## src/rtl/lut_sweep_pkg.sv

```systemverilog
// Shared types and helpers for the LUT sweep evaluator.
package lut_sweep_pkg;

  typedef enum logic [1:0] {
    IDLE  = 2'd0,
    SWEEP = 2'd1,
    DONE  = 2'd2
  } state_t;

  // Number of truth-table entries for a given number of logic inputs.
  function automatic int tt_size(input int n_in);
    return 1 << n_in;
  endfunction

endpackage

```

## src/rtl/lut_sweep_ctr.sv

```systemverilog
// Wrapping index counter used to walk every truth-table entry during a sweep.
module lut_sweep_ctr #(
  parameter int W = 3
) (
  input  logic         clk,
  input  logic         rst_n,
  input  logic         en,
  output logic [W-1:0] idx,
  output logic         last
);

  assign last = &idx;

  // Advance on enable; the natural W-bit wrap brings the index back to 0.
  always_ff @(posedge clk or negedge rst_n) begin
    if (!rst_n) begin
      idx <= '0;
    end else if (en) begin
      idx <= idx + W'(1);
    end
  end

endmodule

```

## src/rtl/lut_sweep_eval.sv

```systemverilog
// Serially loaded truth table with single-shot evaluation and exhaustive sweep.
//
// state | meaning
// IDLE  | accepts config shifts, single evaluations and sweep requests
// SWEEP | issues one table entry per cycle; index 0 goes out on the entry edge
// DONE  | one-cycle completion marker, then back to IDLE
module lut_sweep_eval
  import lut_sweep_pkg::*;
#(
  parameter int                         N_IN    = 3,
  parameter logic [tt_size(N_IN)-1:0]   TT_INIT = '0
) (
  input  logic            clk,
  input  logic            rst_n,
  input  logic            cfg_valid,
  input  logic            cfg_bit,
  input  logic            in_valid,
  input  logic [N_IN-1:0] in_vec,
  input  logic            sweep_start,
  output logic            out_valid,
  output logic            out_bit,
  output logic [N_IN-1:0] out_index,
  output logic            busy,
  output logic            done
);

  localparam int TT_W = tt_size(N_IN);

  state_t            state;
  state_t            state_nxt;
  logic [TT_W-1:0]   tt;
  logic              issue;
  logic [N_IN-1:0]   issue_idx;
  logic              ctr_en;
  logic [N_IN-1:0]   ctr_idx;
  logic              ctr_last;
  logic              last_sent;

  lut_sweep_ctr #(.W(N_IN)) u_ctr (
    .clk  (clk),
    .rst_n(rst_n),
    .en   (ctr_en),
    .idx  (ctr_idx),
    .last (ctr_last)
  );

  assign busy = (state != IDLE);
  assign done = (state == DONE);

  // State register.
  always_ff @(posedge clk or negedge rst_n) begin
    if (!rst_n) begin
      state <= IDLE;
    end else begin
      state <= state_nxt;
    end
  end

  // Next state and issue decision. The counter rests at 0 in IDLE, so the
  // entry edge into SWEEP can already issue index 0 and keep the stream
  // gap-free from the cycle after sweep_start.
  always_comb begin
    state_nxt = state;
    issue     = 1'b0;
    issue_idx = ctr_idx;
    ctr_en    = 1'b0;
    case (state)
      IDLE: begin
        if (sweep_start) begin
          state_nxt = SWEEP;
          issue     = 1'b1;
          ctr_en    = 1'b1;
        end else if (in_valid) begin
          issue     = 1'b1;
          issue_idx = in_vec;
        end
      end
      SWEEP: begin
        if (last_sent) begin
          state_nxt = DONE;
        end else begin
          issue  = 1'b1;
          ctr_en = 1'b1;
        end
      end
      DONE: begin
        state_nxt = IDLE;
      end
      default: begin
        state_nxt = IDLE;
      end
    endcase
  end

  // Truth-table shifter: only loads while idle, cfg_bit enters at the MSB.
  always_ff @(posedge clk or negedge rst_n) begin
    if (!rst_n) begin
      tt <= TT_INIT;
    end else if ((state == IDLE) && cfg_valid) begin
      tt <= {cfg_bit, tt[TT_W-1:1]};
    end
  end

  // Registered result; data holds its last value when nothing is issued.
  always_ff @(posedge clk or negedge rst_n) begin
    if (!rst_n) begin
      out_valid <= 1'b0;
      out_bit   <= 1'b0;
      out_index <= '0;
      last_sent <= 1'b0;
    end else begin
      out_valid <= issue;
      if (issue) begin
        out_bit   <= tt[issue_idx];
        out_index <= issue_idx;
      end
      last_sent <= ctr_en & ctr_last;
    end
  end

endmodule

```

## config.mk

```make
export PLATFORM = sky130hd
export DESIGN_NAME = lut_sweep_eval
export DESIGN_NICKNAME = d
export VERILOG_FILES = /design/src/rtl/lut_sweep_pkg.sv /design/src/rtl/lut_sweep_ctr.sv /design/src/rtl/lut_sweep_eval.sv
export SDC_FILE = /design/constraint.sdc
export NUM_CORES = 1
export LEC_CHECK = 0
export CAP_MARGIN = 20
export CORE_ASPECT_RATIO = 0.75
export CORE_MARGIN = 3
export CORE_UTILIZATION = 45
export CTS_CLUSTER_SIZE = 24
export DETAILED_ROUTE_END_ITERATION = 8
export PLACE_DENSITY = 0.7
export SLEW_MARGIN = 20
export SYNTH_ARGS = -nofsm -noshare
export SYNTH_HDL_FRONTEND = slang
export SYNTH_SLANG_ARGS = --single-unit
```

## constraint.sdc

```tcl
create_clock -name clk -period 2.3 [get_ports clk]
set_input_delay 0.345 -clock clk [delete_from_list [all_inputs] [get_ports clk]]
set_output_delay 0.345 -clock clk [all_outputs]
set_load 0.01 [all_outputs]
```

==> impl_metrics.py <==
metrics = {
    "outcome": {
        "status": "finished, final reports clean",
    },
    "yosys": {
        "synth_area_leaders": "dfrtp_1 52%, mux2_2 15%, mux2i_1 6.5%",
        "yosysUniqueCellTypes": 24,
        "synth_top_family_by_area": "multiplexers",
        "netlist.area_leader.share_pct": 51.6,
        "ys_warn_count": 0,
        "synth_top_area_cell": "dfrtp_1",
        "syn_avg_cell_area_sq_um": 13.3,
        "synthMuxAreaShare_pct": 21.2,
        "synth_compound_area_share_pct": 10.7,
        "synthSimpleGateAreaFrac_pct": 12.0,
        "ys_seq_area_share_pct": 51.6,
        "syn_inst": 69,
        "synth_xor_area_share_pct": 0.951,
        "syn_area_sq_um": 921,
        "mappedNetlistNets": 80,
        "synthAdderAreaFrac_pct": 2.72,
        "synth_seq_cells": 19,
    },
    "placed_design": {
        "routabilityCongestion": 0.725,
        "io_buffers": 15,
        "dp_hpwl_microns": 1200,
        "post_dp_cell_area_sq_um": 1110,
    },
    "hold_path": {
        "hold_class": "in -> async",
    },
    "sta": {
        "fin_crit_sh_pct": 84.9,
        "fin_crit_ns": 1.95,
        "fmax_mhz": 512,
        "drv_slew": 0,
        "skew_ns": 0.00520,
        "worst_pin_slew_ns": 0.467,
        "setup_tns_ns": 0,
        "slew_headroom_pct": 68.8,
        "hold_viol": 0,
        "rsz0062_at_grt": "false",
        "setup_viol": 0,
    },
    "global_route": {
        "grt_pass1_wl_microns": 2700,
        "grt_pass1_vias": 562,
        "grt_use_total_pct": 14.4,
        "grt_antenna_before_repair": 0,
        "grt.overflow.total": 0,
        "grt_max_degree": 20,
    },
    "flow_run": {
        "maxCapViolations": 0,
    },
    "detailed_routing": {
        "drt_iter0_drc": 14,
        "drc": 0,
        "drt_pass1_iterations": 4,
        "wire_per_inst_microns": 14.3,
        "detail_route.vias_per_cell": 5.31,
        "wl_microns": 1600,
        "drtAntennaViolNets": 0,
        "vias": 595,
    },
    "setup_path": {
        "start_kind": "flop",
        "path_class": "reg -> out",
        "worst_setup_path_end_kind": "output port",
        "r2r_slack_ns": 0.39,
        "worstPathRequired_ns": 1.96,
        "path_max_fanout": 8,
        "cp.arrival_ns": 1.61,
    },
    "floorplan": {
        "initial_utilization_pct": 50.1,
        "die_y_microns": 45.2,
        "pin_count": 16,
        "die-area_sq_um": 2630,
        "fp.dieW_microns": 58.2,
        "row_count": 13,
        "core_sq_um": 1840,
    },
    "cells_and_area": {
        "area_growth_pct": 23.8,
        "final_nets": 102,
        "n_antenna_cell": 0,
        "final_area_sq_um": 1140,
        "final_layout_size_suffix_gt1_share_pct": 28.9,
    },
    "pwr": {
        "max-vdd-ir-drop_v": 0.000741,
        "leakage_uw": 0.000484,
        "power_density_nw_per_um2": 1280,
    },
    "clock_tree": {
        "clkLatencyLatePin_ns": 0.29,
        "clkTransAtPathRegs_ns": 0.10,
        "clockBufferDepth": 2,
        "cts_buffers": 3,
        "cts_sinks": 19,
        "h-tree-depth": 1,
        "cts_setup_buffers": 0,
        "hold_buffers": 0,
        "cts_root_buf": "clkbuf_4",
        "cts_tree": "built",
        "cts_resized": 0,
    },
}
[critical path, cell delays in order, from the launching register on]
cell,delay [ns]
dfrtp_1,0.49
or2_2,0.33
clkdlybuf4s50_1,0.49
[stage by stage]
| step | instances | util (%) | hold slack (ns) | setup WS (ns) | power, uW |
|---|---|---|---|---|---|
| after floorplan | 69 | - | 0.0494 | 0.568 | 1060 |
| after global placement | 108 | 60.6 | 0.463 | 0.128 | 1290 |
| after detailed placement | 108 | 60.6 | 0.466 | 0.0483 | 1310 |
| after CTS | 112 | 62.0 | 0.383 | 0.338 | 1480 |
| after global routing | 112 | 62.0 | 0.371 | 0.289 | 1590 |
| final | 112 | 62.0 | 0.372 | 0.347 | 1460 |
[routing by layer]
layer	wire length (microns)	global-route usage (%)	vias up
li1	-	-	294
met1	847	20.6	282
met2	629	19.1	15
met3	100	5.14	4
met4	23	6.94	0
met5	0	0	-
[cell usage after synthesis]
cell type	instances
a2111oi_0	1
a2111oi_4	1
a21oi_1	1
a31oi_1	2
a32oi_1	1
and2_1	1
and2b_2	2
dfrtp_1	19
ha_1	2
inv_1	2
mux2_2	12
mux2i_1	6
nand2_1	6
nor2_1	2
nor2_2	1
nor2b_1	1
nor4b_4	1
o21a_2	1
o21ai_0	1
o21ai_1	2
o31ai_2	1
or2_2	1
or4b_4	1
xor2_1	1
[placed cells by master, fill, tap and decap left out, types with 2 or more instances in the layout]
master           Yosys  layout
a31oi_1              2       2
and2b_2              2       2
buf_4                0       2
clkbuf_4             0       3
clkdlybuf4s50_1      0      15
dfrtp_1             19      19
ha_1                 2       2
inv_1                2       2
mux2_2              12      12
mux2i_1              6       6
nand2_1              6       6
nor2_1               2       2
o21ai_1              2       2
[path summary, 6_finish.rpt]
kind,startpoint,to,depth (start not counted)
worst max-delay path,state[0],busy,2
worst min-delay path,rst_n,state[0],2
worst max register to register,state[0],out_bit,5
worst min register to register,out_index[2],out_index[2],2
max in group asynchronous,rst_n,tt[4],2
min in group clk,out_index[2],out_index[2],2
[where the power goes]
group / leakage (uW) / switching (uW) / internal, uW
sequential: 0.000231 / 145 / 496
combinational: 0.000238 / 273 / 382
clock: 0.0000150 / 97.1 / 67.5
[area by class of cell]
class,count,area (sq um)
timing repair buffer,17,165
fill,159,698
clock buffer,4,26.3
inverter,2,7.51
multi-input combinational,48,438
sequential,19,475
tap,22,27.5
[sequential cells by signal, summed over array words and instances, names as in the netlist]
signal	flops
last_sent	1
u_ctr.idx	3
out_valid	1
out_bit	1
tt	8
out_index	3
state	2
[cell families (layout without fill, tap and decap cells)]
logic type,after synthesis,in the layout
and+or+nand+nor,16,16
muxes,18,18
AOI/OAI and AO/OA,11,11
DFF,19,19
xor gates and xnor gates,1,1
buffers and inverters,2,23
adders and majority gates,2,2
Note: power is estimated with default switching activity, not from simulation.
